<file path="config.mk">
export PLATFORM = sky130hd
export DESIGN_NAME = multicycle_controller
export DESIGN_NICKNAME = d
export VERILOG_FILES = /design/src/rtl/multicycle_controller_pkg.sv /design/src/rtl/multicycle_controller_mdu_busy_counter.sv /design/src/rtl/multicycle_controller.sv
export SDC_FILE = /design/constraint.sdc
export NUM_CORES = 1
export LEC_CHECK = 0
export BUFFER_PORTS_ARGS = -buffer_cell sky130_fd_sc_hd__buf_4
export CAP_MARGIN = 20
export CORE_MARGIN = 2
export CORE_UTILIZATION = 40
export DETAILED_ROUTE_END_ITERATION = 10
export PLACE_DENSITY = 0.72
export SLEW_MARGIN = 20
export SYNTH_ARGS = -nofsm -noshare
export SYNTH_HDL_FRONTEND = slang
export SYNTH_HIERARCHICAL = 1
export SYNTH_SLANG_ARGS = --single-unit
</file>
<file path="constraint.sdc">
create_clock -name clk -period 3 [get_ports clk]
set_clock_uncertainty 0.15 [all_clocks]
set_input_delay 0.45 -clock clk [delete_from_list [all_inputs] [get_ports clk]]
set_output_delay 0.45 -clock clk [all_outputs]
set_load 0.01 [all_outputs]
</file>
<file path="src/rtl/multicycle_controller_pkg.sv">
// Shared encodings for the multi-cycle MIPS controller: FSM states, datapath
// select codes, opcode/funct values and the instruction classifier.
package multicycle_controller_pkg;

  typedef enum logic [2:0] {
    S_FETCH  = 3'd0,
    S_DECODE = 3'd1,
    S_EXEC   = 3'd2,
    S_MEM    = 3'd3,
    S_WB     = 3'd4
  } state_t;

  localparam logic [3:0] ALUOP_ADD = 4'd0;
  localparam logic [3:0] ALUOP_SUB = 4'd1;
  localparam logic [3:0] ALUOP_ORI = 4'd2;
  localparam logic [3:0] ALUOP_LUI = 4'd3;
  localparam logic [3:0] ALUOP_EQU = 4'd4;

  localparam logic [1:0] NPC_ADD4   = 2'd0;
  localparam logic [1:0] NPC_OFFSET = 2'd1;
  localparam logic [1:0] NPC_JUMP_S = 2'd2;
  localparam logic [1:0] NPC_JUMP_L = 2'd3;

  localparam logic [1:0] REGDST_RT = 2'd0;
  localparam logic [1:0] REGDST_RD = 2'd1;
  localparam logic [1:0] REGDST_RA = 2'd2;

  localparam logic [1:0] REGSRC_ALU  = 2'd0;
  localparam logic [1:0] REGSRC_DM   = 2'd1;
  localparam logic [1:0] REGSRC_LINK = 2'd2;
  localparam logic [1:0] REGSRC_HILO = 2'd3;

  localparam logic [5:0] OP_SPECIAL = 6'h00;
  localparam logic [5:0] OP_JAL     = 6'h03;
  localparam logic [5:0] OP_BEQ     = 6'h04;
  localparam logic [5:0] OP_ORI     = 6'h0D;
  localparam logic [5:0] OP_LUI     = 6'h0F;
  localparam logic [5:0] OP_LW      = 6'h23;
  localparam logic [5:0] OP_SW      = 6'h2B;

  localparam logic [5:0] FN_NOP  = 6'h00;
  localparam logic [5:0] FN_JR   = 6'h08;
  localparam logic [5:0] FN_MFHI = 6'h10;
  localparam logic [5:0] FN_MFLO = 6'h12;
  localparam logic [5:0] FN_MULT = 6'h18;
  localparam logic [5:0] FN_DIV  = 6'h1A;
  localparam logic [5:0] FN_ADD  = 6'h20;
  localparam logic [5:0] FN_SUB  = 6'h22;

  typedef enum logic [3:0] {
    I_NOP, I_ILLEGAL, I_ADD, I_SUB, I_ORI, I_LUI, I_LW, I_SW,
    I_BEQ, I_JAL, I_JR, I_MULT, I_DIV, I_MFHI, I_MFLO
  } instr_t;

  // Collapse the IR opcode/funct fields into one instruction class.
  function automatic instr_t decode_instr(input logic [5:0] opcode,
                                          input logic [5:0] funct);
    instr_t kind;
    kind = I_ILLEGAL;
    case (opcode)
      OP_SPECIAL: begin
        case (funct)
          FN_NOP:  kind = I_NOP;
          FN_ADD:  kind = I_ADD;
          FN_SUB:  kind = I_SUB;
          FN_JR:   kind = I_JR;
          FN_MULT: kind = I_MULT;
          FN_DIV:  kind = I_DIV;
          FN_MFHI: kind = I_MFHI;
          FN_MFLO: kind = I_MFLO;
          default: kind = I_ILLEGAL;
        endcase
      end
      OP_ORI:  kind = I_ORI;
      OP_LUI:  kind = I_LUI;
      OP_LW:   kind = I_LW;
      OP_SW:   kind = I_SW;
      OP_BEQ:  kind = I_BEQ;
      OP_JAL:  kind = I_JAL;
      default: kind = I_ILLEGAL;
    endcase
    return kind;
  endfunction

endpackage

</file>
<file path="src/rtl/multicycle_controller_mdu_busy_counter.sv">
// Tracks how many cycles remain before the MDU result is readable.
module mdu_busy_counter #(
  parameter int CNT_W = 4
) (
  input  logic             clk,
  input  logic             reset,
  input  logic             load,
  input  logic [CNT_W-1:0] load_value,
  output logic             busy
);

  logic [CNT_W-1:0] count;

  // Load on a start, otherwise count down and hold at zero.
  // NOTE: sequential state uses non-blocking assignment so every flop samples pre-edge values.
  always_ff @(posedge clk) begin
    if (reset) begin
      count <= '0;
    end else if (load) begin
      count <= load_value;
    end else if (count != '0) begin
      count <= count - 1'b1;
    end
  end

  assign busy = (count != '0);

endmodule

</file>
<file path="src/rtl/multicycle_controller.sv">
// Multi-cycle MIPS control unit: sequences FETCH/DECODE/EXEC/MEM/WB and
// interlocks mult/div/mfhi/mflo against the MDU busy counter.
module multicycle_controller
  import multicycle_controller_pkg::*;
#(
  parameter int MULT_CYCLES = 5,
  parameter int DIV_CYCLES  = 10
) (
  input  logic       clk,
  input  logic       reset,
  input  logic [5:0] opcode,
  input  logic [5:0] funct,
  input  logic       cmp,
  output logic       pc_write,
  output logic       ir_write,
  output logic       reg_write,
  output logic       mem_write,
  output logic [1:0] npc_sel,
  output logic [1:0] reg_dst,
  output logic [1:0] reg_src,
  output logic [3:0] alu_ctr,
  output logic       alu_src,
  output logic       imm_src,
  output logic       mdu_start,
  output logic       mdu_op,
  output logic       hilo_sel,
  output logic       mdu_busy,
  output logic       illegal,
  output logic [2:0] state
);

  localparam int MAX_CYCLES = (MULT_CYCLES > DIV_CYCLES) ? MULT_CYCLES : DIV_CYCLES;
  localparam int CNT_W      = $clog2(MAX_CYCLES + 1);
  localparam logic [CNT_W-1:0] MULT_LOAD = CNT_W'(MULT_CYCLES);
  localparam logic [CNT_W-1:0] DIV_LOAD  = CNT_W'(DIV_CYCLES);

  state_t           cur_state;
  state_t           next_state;
  instr_t           instr;
  logic             busy;
  logic             mdu_load;
  logic [CNT_W-1:0] mdu_load_value;

  assign instr = decode_instr(opcode, funct);

  mdu_busy_counter #(.CNT_W(CNT_W)) u_mdu_busy_counter (
    .clk        (clk),
    .reset      (reset),
    .load       (mdu_load),
    .load_value (mdu_load_value),
    .busy       (busy)
  );

  // State register; reset returns to FETCH, aborting any instruction in flight.
  always_ff @(posedge clk) begin
    if (reset) cur_state <= S_FETCH;
    else       cur_state <= next_state;
  end

  // Next-state and Moore outputs from the state and the current IR contents.
  // NOTE: every output gets a default first so no path leaves one unassigned (no latches).
  always_comb begin
    next_state     = cur_state;
    pc_write       = 1'b0;
    ir_write       = 1'b0;
    reg_write      = 1'b0;
    mem_write      = 1'b0;
    npc_sel        = NPC_ADD4;
    reg_dst        = REGDST_RT;
    reg_src        = REGSRC_ALU;
    alu_ctr        = ALUOP_ADD;
    alu_src        = 1'b0;
    imm_src        = 1'b0;
    mdu_start      = 1'b0;
    mdu_op         = 1'b0;
    hilo_sel       = 1'b0;
    illegal        = 1'b0;
    mdu_load       = 1'b0;
    mdu_load_value = '0;
    if (reset) begin
      next_state = S_FETCH;
    end else begin
      case (cur_state)
        S_FETCH: begin
          ir_write   = 1'b1;
          pc_write   = 1'b1;
          next_state = S_DECODE;
        end
        S_DECODE: begin
          case (instr)
            I_NOP:          next_state = S_FETCH;
            I_ILLEGAL: begin
              illegal    = 1'b1;
              next_state = S_FETCH;
            end
            I_JAL:          next_state = S_WB;
            I_MFHI, I_MFLO: next_state = busy ? S_DECODE : S_WB;
            I_MULT, I_DIV:  next_state = busy ? S_DECODE : S_EXEC;
            default:        next_state = S_EXEC;
          endcase
        end
        S_EXEC: begin
          next_state = S_WB;
          case (instr)
            I_SUB: alu_ctr = ALUOP_SUB;
            I_ORI: begin
              alu_ctr = ALUOP_ORI;
              alu_src = 1'b1;
            end
            I_LUI: begin
              alu_ctr = ALUOP_LUI;
              alu_src = 1'b1;
            end
            I_LW, I_SW: begin
              alu_src    = 1'b1;
              next_state = S_MEM;
            end
            I_BEQ: begin
              alu_ctr    = ALUOP_EQU;
              npc_sel    = NPC_OFFSET;
              pc_write   = cmp;
              next_state = S_FETCH;
            end
            I_JR: begin
              imm_src    = 1'b1;
              pc_write   = 1'b1;
              npc_sel    = NPC_JUMP_L;
              next_state = S_FETCH;
            end
            I_MULT: begin
              mdu_start      = 1'b1;
              mdu_load       = 1'b1;
              mdu_load_value = MULT_LOAD;
              next_state     = S_FETCH;
            end
            I_DIV: begin
              mdu_start      = 1'b1;
              mdu_op         = 1'b1;
              mdu_load       = 1'b1;
              mdu_load_value = DIV_LOAD;
              next_state     = S_FETCH;
            end
            default: ;
          endcase
        end
        S_MEM: begin
          if (instr == I_SW) begin
            mem_write  = 1'b1;
            next_state = S_FETCH;
          end else begin
            next_state = S_WB;
          end
        end
        S_WB: begin
          reg_write  = 1'b1;
          next_state = S_FETCH;
          case (instr)
            I_ADD, I_SUB: reg_dst = REGDST_RD;
            I_LW:         reg_src = REGSRC_DM;
            I_JAL: begin
              reg_dst  = REGDST_RA;
              reg_src  = REGSRC_LINK;
              pc_write = 1'b1;
              npc_sel  = NPC_JUMP_S;
            end
            I_MFHI, I_MFLO: begin
              reg_dst  = REGDST_RD;
              reg_src  = REGSRC_HILO;
              hilo_sel = (instr == I_MFHI);
            end
            default: ;
          endcase
        end
        default: next_state = S_FETCH;
      endcase
    end
  end

  assign state    = reset ? 3'd0 : cur_state;
  assign mdu_busy = busy & ~reset;

endmodule
</file>
# Word level (Yosys, flattened, before mapping)

Cells that the tools add are included.

Add/sub/neg operators: 1
Muxes and demuxes: 55
Equal/unequal tests: 31
Bitwise operators: 2
Reduce and logical (&&, ||, !) cells: 13

Operators by type and width:

| operator             | number |
|---|---|
| $pmux W3 S4          | 3 |
| $pmux W4 S8          | 1 |
| $eq A4 B4 Y1 const B | 7 |
| $pmux W4 S7          | 1 |
| $mux W1              | 27 |
| $eq A6 B5 Y1 const B | 4 |
| $eq A6 B6 Y1 const B | 4 |
| $eq A6 B4 Y1 const B | 3 |
| $eq A4 B3 Y1 const B | 4 |
| $mux W3              | 5 |
| $mux W2              | 7 |
| $logic_not A6 Y1     | 2 |
| $mux W4              | 3 |
| $pmux W2 S2          | 3 |
| $reduce_or A4 Y1     | 3 |
| $eq A4 B2 Y1 const B | 2 |
| $pmux W4 S2          | 1 |
| $reduce_or A2 Y1     | 4 |
| $eq A3 B2 Y1 const B | 2 |
| $eq A6 B2 Y1 const B | 1 |
| $eq A6 B3 Y1 const B | 1 |
| $pmux W2 S3          | 1 |
| $pmux W3 S2          | 1 |
| $eq A4 B1 Y1 const B | 1 |
| other kinds (11)     | 11 |

Input port bits: 15
Output and inout port bits: 24
Register bits after elaboration: 7

# Depth between registers and ports, before layout

Gate-level depths: netlist (run 1).

Word-level depth: 9
Mapped depth: 9
Gate-level depth less buffers: 8

# Hierarchy

Netlist (run 1), hierarchy kept.

Modules (own cells, without submodules):

| module                | instances | cells each | area an instance (µm²) |
|---|---|---|---|
| multicycle_controller | 1         | 117        | 762.0 |
| mdu_busy_counter      | 1         | 26         | 230.2 |

# Worst setup path after synthesis (run 1)

OpenSTA, ideal clock, no wires.

Path type: input-to-output
From: input opcode[1]
To: output pc_write
Stages on the path: 6
Setup slack: 229 ps
Path buffers: 0
Arrival: 2171 ps
Data required time: 2400 ps
Cells stage by stage: or4_4 -> nor3_2 -> o21ai_2 -> nand2b_1 -> o41a_1 -> a2111oi_2

Word-level cells in the longest chain between the ends: 6
Elaborated cells on any way between the ends: 15
Classes of those cells: 9 x eq/ne; 5 x mux; 1 x reduce/logical

RTL lines:

| what                                   | line                                                       | RTL |
|---|---|---|
| start: declaration                     | multicycle_controller.sv:11                                | `input logic [5:0] opcode,` |
| $eq A6 B2 Y1 (tied with other cells)   | multicycle_controller_pkg.sv:60                            | `case (opcode)` |
| $pmux W4 S7 *                          | multicycle_controller_pkg.sv:60                            |  |
| $eq A4 B4 Y1 (on tied branches)        | multicycle_controller.sv:104, multicycle_controller.sv:157 |  |
| $pmux W1 S2 or $mux W1 (tied branches) | multicycle_controller.sv:104, multicycle_controller.sv:157 |  |
| $pmux W1 S3 *                          | multicycle_controller.sv:83                                | `case (cur_state)` |
| $mux W1 *                              | multicycle_controller.sv:80                                | `if (reset) begin` |
| end: declaration                       | multicycle_controller.sv:14                                | `output logic pc_write,` |

Every way passes the cells marked *; elsewhere a longest branch is shown, timed or not.

# Worst setup path after layout (run 1)

Ends and elaborated chain as after synthesis.

==> results of run 1 <==
[routing by layer]
layer | GRT usage (%) | routed length, um | up-vias
met2 | 39.8 | 1440 | 53
met4 | 5.98 | 40 | 0
met5 | 0 | 0 | -
met1 | 27.7 | 1330 | 590
li1 | - | - | 623
met3 | 1.11 | 171 | 8
[kinds of logic (layout without fill, tap and decap cells)]
logic type	count (synthesis)	count (layout)	share of synthesized area (%)
simple gates	76	76	43.4
compound gates	40	40	30.1
buf+inv	13	61	5.67
flops	7	7	14.1
xor+xnor	3	3	2.65
fa+ha+maj	2	2	2.52
other cells	1	1	0.378
mux	1	1	1.13
[stage by stage]
step	util (%)	power, mW	area, um2
after CTS	58.0	0.573	1400
after floorplan	-	0.371	992
final	59.2	0.581	1430
after global placement	56.9	0.466	1370
after detailed placement	56.9	0.481	1370
after global routing	59.2	0.621	1430
[cells in the mapped netlist (3+ instances only)]
master,instances
a211oi_1,3
o21ai_1,4
dfxtp_1,7
and3b_1,3
o22ai_1,3
nor3b_1,3
or3_1,4
o21a_1,3
nor2_1,18
nor3_1,5
nand3b_1,6
xnor2_1,3
clkbuf_1,3
o21ai_0,3
nand2b_1,3
nor2b_1,7
nor4_1,4
nand2_1,10
a21oi_1,7
inv_1,8
nand4_1,3
a211o_1,3
[layout make-up]
type / instances / area, um2
clock buffer: 4 / 26.3
fill: 243 / 983
inverter: 8 / 30.0
multi-input combinational: 123 / 825
sequential: 7 / 140
tap: 30 / 37.5
timing repair buffer: 49 / 368
[final timing paths]
check                                            startpoint                          end  slack, ns  depth (start not counted)
worst max-delay path                              opcode[1]                     pc_write       0.06                          8
worst min-delay path                                  reset  u_mdu_busy_counter/count[3]       0.31                          2
worst max register to register                 cur_state[2]  u_mdu_busy_counter/count[2]       0.84                          7
worst min register to register  u_mdu_busy_counter/count[3]  u_mdu_busy_counter/count[3]       0.48                          3
[registers in the layout, indices dropped and copies added (netlist names)]
signal                    flops
cur_state                     3
u_mdu_busy_counter/count      4
[critical path: stages]
cell and delay (ns):
buf_4 0.11, or4_4 0.56, nor3_4 0.15, o21ai_2 0.08, nand2b_1 0.15, o41a_1 0.35
a2111oi_4 0.33, buf_4 0.17
[what timing repair did]
action | in CTS | in global routing
resized for setup | 0 | 4
setup buffers | 0 | 0
setup endpoints to repair | 0 | 2
[power breakdown]
| group | switching, mW | leakage (nW) | internal (mW) |
|---|---|---|---|
| Clock | 0.0385 | 0.0150 | 0.0510 |
| Sequential | 0.0331 | 0.0577 | 0.124 |
| Combinational | 0.156 | 0.552 | 0.178 |
| Total | 0.228 | 0.625 | 0.353 |
[layout by cell type, fill, tap and decap left out, types with 4 or more instances in the layout]
cell	synthesis	layout
dfxtp_1	7	7
a21oi_1	7	7
nor3_1	5	5
or3_1	4	4
inv_1	8	8
nor2b_1	7	7
nand2_1	10	10
nor2_1	18	18
buf_4	2	49
nand3b_1	6	6
==> impl_metrics.py, run 1 <==
metrics = {
    "status": {
        "outcome": "finished with violations",
        "violations": "design-rule violations",
    },
    "sta": {
        "setup_viol": 0,
        "rsz0062_at_grt": "true",
        "setup_slack_ns": 0.0558,
        "max_freq_mhz": 340,
        "worst_pin_slew_ns": 0.595,
        "tns_ns": 0,
        "drv_slew": 0,
        "holdWs_ns": 0.313,
        "period_share_pct": 98.1,
        "hold_viol": 0,
        "fin_crit_ns": 2.94,
        "slew_headroom_pct": 60.1,
    },
    "flow_run": {
        "drv_cap": 0,
    },
    "power_and_ir_drop": {
        "powerDensity_nw_per_um2": 407,
        "p_leak_nw": 0.625,
        "ir_worst_vdd_mv": 0.374,
    },
    "grt": {
        "first_global_vias": 1125,
        "antenna_found_initial": 0,
        "overflow": 0,
        "grt_max_degree": 13,
        "grt_use_total_pct": 21.9,
        "grt_pass1_wl_um": 4860,
    },
    "route": {
        "totalWireLength_um": 2990,
        "avgViaCountPerCell": 5.76,
        "ant_nets": 0,
        "drt-initial-drc-count": 22,
        "vias": 1274,
        "dr.pass1.iters": 7,
        "drc": 1,
        "avgRoutedWirePerCell_um": 13.5,
    },
    "clocking": {
        "h-tree-depth": 1,
        "cts-root-buf": "clkbuf_4",
        "cts_max_path_buffers": 2,
        "ctsHoldBuffers": 0,
        "numCtsBuffers": 3,
        "cts_sinks": 7,
        "clk_pin_slew_worst_paths_ns": 0.06,
        "worstSkewPairLatency_ns": 0.26,
        "cts_tree": "yes",
    },
    "synthesis": {
        "synth_area_leader_cell": "dfxtp_1",
        "post_synth.cell_area_avg_um2": 6.94,
        "synth_area_um2": 992,
        "ys_ff_latch": 7,
        "syn-num-nets": 160,
        "synthTopCellsByArea": "dfxtp_1 14%, nor2_1 6.8%, nand3b_1 4.5%",
        "synth_ff_type": "dfxtp_1",
        "synth_edf_count": 0,
        "ys_seq_area_share_pct": 14.1,
        "ys_warn_count": 6,
        "syn_inst": 143,
        "synth_top_area_share_pct": 14.1,
        "synth_cell_type_count": 45,
        "async_flop_share_pct": 0,
    },
    "die": {
        "die_x_um": 53.8,
        "ios": 39,
        "num_rows": 18,
        "core_area_um2": 2410,
        "initial_utilization_pct": 41.2,
        "die_area_um2": 2890,
        "fp.dieH_um": 53.8,
    },
    "worst_setup_path": {
        "worstPathMaxFanout": 3,
        "critPathLaunchType": "input port",
        "endpoint_kind": "output pin",
        "crit_type": "in -> out",
        "cp.arrival_ns": 2.34,
        "critical_path_required_ns": 2.40,
    },
    "cells_and_area": {
        "drive_gt1_share_pct": 33.5,
        "antenna_cells": 0,
        "nets": 209,
        "instances_no_fill": 221,
        "area_delta_synth_final_pct": 43.8,
    },
    "place": {
        "numPortBuffers": 37,
        "globalplace.congestion": 0.829,
        "dp_cells": 217,
        "place_ws_ns": 0.0205,
        "place_hpwl_um": 2350,
    },
    "min_path": {
        "hp-class": "in -> reg",
    },
}
(Power assumes the default switching activity.)
==> run 2, diff against run 1 <==
--- a/config.mk
+++ b/config.mk
@@ -8,9 +8,9 @@
 export BUFFER_PORTS_ARGS = -buffer_cell sky130_fd_sc_hd__buf_4
 export CAP_MARGIN = 20
 export CORE_MARGIN = 2
-export CORE_UTILIZATION = 40
+export CORE_UTILIZATION = 45
 export DETAILED_ROUTE_END_ITERATION = 10
-export PLACE_DENSITY = 0.72
+export PLACE_DENSITY = 0.79
 export SLEW_MARGIN = 20
 export SYNTH_ARGS = -nofsm -noshare
 export SYNTH_HDL_FRONTEND = slang
==> run 2 against run 1 <==
Effect of this change:
- the flow now finishes without violations
- register-to-register slack improved by 0.05 ns
- sequential share of layout area increased by 0.061 points
- utilization is 11 points higher
- sequential cell count did not move
- global-route usage grew 1.4 points
- final cell count down 1.4%
- via count shrank 3.0%
- sequential power is essentially flat
- die area shrank 10%
- critical path depth stayed put
- worst hold slack got worse by 0.014 ns
- wire length is 2.1% lower
- critical path type unchanged
- highest routed layer unchanged
==> impl_metrics.py, run 2 (synthesis results as in run 1) <==
metrics = {
    "sta": {
        "max_freq_mhz": 346,
        "rsz0062_at_grt": "false",
        "period_share_pct": 96.4,
        "setup_slack_ns": 0.109,
        "setup_viol": 0,
        "hold_viol": 0,
        "fin_crit_ns": 2.89,
        "tns_ns": 0,
        "drv_slew": 0,
    },
    "clocking": {
        "h-tree-depth": 1,
        "clk_pin_slew_worst_paths_ns": 0.05,
        "postCtsSetupBuffers": 0,
        "cts_tree": "yes",
        "cts-root-buf": "clkbuf_4",
        "numCtsBuffers": 3,
        "cts_sinks": 7,
        "worstSkewPairLatency_ns": 0.26,
        "cts_max_path_buffers": 2,
    },
    "grt": {
        "overflow": 0,
        "grt_max_degree": 13,
        "antenna_found_initial": 0,
        "first_global_vias": 1134,
        "met2_usage_pct": 41.6,
        "busiest_layer": "met2",
        "met1_usage_pct": 28.5,
        "use_met3_pct": 1.17,
        "grt_use_total_pct": 23.3,
        "grt_pass1_wl_um": 4740,
    },
    "route": {
        "dr.pass1.iters": 4,
        "drt-initial-drc-count": 36,
        "avgViaCountPerCell": 5.67,
        "totalWireLength_um": 2920,
        "avgRoutedWirePerCell_um": 13.4,
        "vias": 1236,
        "ant_nets": 0,
        "drc": 0,
    },
    "cells_and_area": {
        "nets": 209,
        "fin_util_pct": 70.1,
        "area_delta_synth_final_pct": 42.9,
        "top_register": "u_mdu_busy_counter/count",
        "layout_commonest_cell": "buf_4",
        "top_regs": "u_mdu_busy_counter/count (4), cur_state (3)",
        "antenna_cells": 0,
        "fillers": 175,
        "drive_gt1_share_pct": 34.0,
        "largest_register_ffs": 4,
        "register_area_um2": 140,
        "layout_common_cells": "49 x buf_4, 18 x nor2_1, 10 x nand2_1",
        "multi_input_area_um2": 820,
    },
    "worst_setup_path": {
        "crit_type": "in -> out",
        "critPathLaunchType": "input port",
        "endpoint_kind": "output pin",
        "critical_path_required_ns": 2.40,
        "r2r_start": "cur_state[2]",
        "r2r_end": "u_mdu_busy_counter/count[2]",
        "cp.arrival_ns": 2.29,
        "ff2ff_setup_slack_ns": 0.89,
        "worstPathMaxFanout": 3,
        "reg2reg_depth": 7,
    },
    "min_path": {
        "hp-class": "in -> reg",
        "hold_end": "u_mdu_busy_counter/count[3]",
        "holdPathStages": 2,
        "holdCritStartpoint": "reset",
    },
    "flow_run": {
        "drv_cap": 0,
    },
    "die": {
        "core_area_um2": 2020,
        "ios": 39,
        "fp.dieH_um": 51.0,
        "initial_utilization_pct": 49.1,
        "die_x_um": 51.0,
        "num_rows": 16,
        "die_area_um2": 2600,
    },
    "power_and_ir_drop": {
        "ir_worst_vdd_mv": 0.284,
        "p_leak_nw": 0.633,
        "power.total_mw": 0.573,
        "powerDensity_nw_per_um2": 404,
    },
    "place": {
        "numPortBuffers": 37,
        "globalplace.congestion": 0.903,
        "place_ws_ns": 0.0241,
        "place_hpwl_um": 2360,
    },
    "status": {
        "outcome": "completed",
    },
}
-- run 2: layer usage --
metal,share of wire (%),wire length (um),up-vias
met2,52,1530,49
met4,1.8,53,0
met3,5.4,158,6
li1,-,-,622
met1,41,1190,559
met5,0,0,-
-- run 2: critical path, stage by stage --
cell	delay, ns
buf_4	0.11
or4_4	0.56
nor3_4	0.18
o21ai_2	0.08
nand2b_4	0.15
o41a_1	0.38
a2111oi_2	0.21
buf_4	0.18
-- run 2: how the worst max path moves through the flow --
| stage | slack [ns] | endpoint | startpoint |
|---|---|---|---|
| floorplan | 0.23 | pc_write | opcode[1] |
| global placement | 0.04 | pc_write | opcode[1] |
| detailed placement | 0.02 | pc_write | opcode[1] |
| CTS | 0.03 | pc_write | opcode[1] |
| global route | 0.03 | npc_sel[1] | funct[2] |
| finish | 0.11 | pc_write | funct[2] |
-- run 2: layout make-up --
| class | count | share of cell area [%] |
|---|---|---|
| well taps | 27 | 2.38 |
| repair buffers | 49 | 25.9 |
| clock buffers | 4 | 1.85 |
| flip-flops and latches | 7 | 9.89 |
| inverters | 8 | 2.12 |
| multi-input cells | 123 | 57.8 |
-- run 2: stage by stage --
step                      hold slack [ns]  cell area (um2)  instances
after floorplan                     0.362              992        143
after global placement              0.430             1370        214
after detailed placement            0.465             1370        214
after CTS                           0.287             1390        218
after global routing                0.312             1420        218
final                               0.299             1420        218
-- run 2: power by group --
part / internal (mW) / switching (mW) / total, mW
clock network: 0.0509 / 0.0373 / 0.0882
logic: 0.177 / 0.152 / 0.329
registers: 0.124 / 0.0326 / 0.156
-- run 2: what timing repair did --
item | in CTS | in global routing
hold buffers | 0 | 0
endpoints found under the setup margin | 0 | 2
resized for setup | 0 | 4
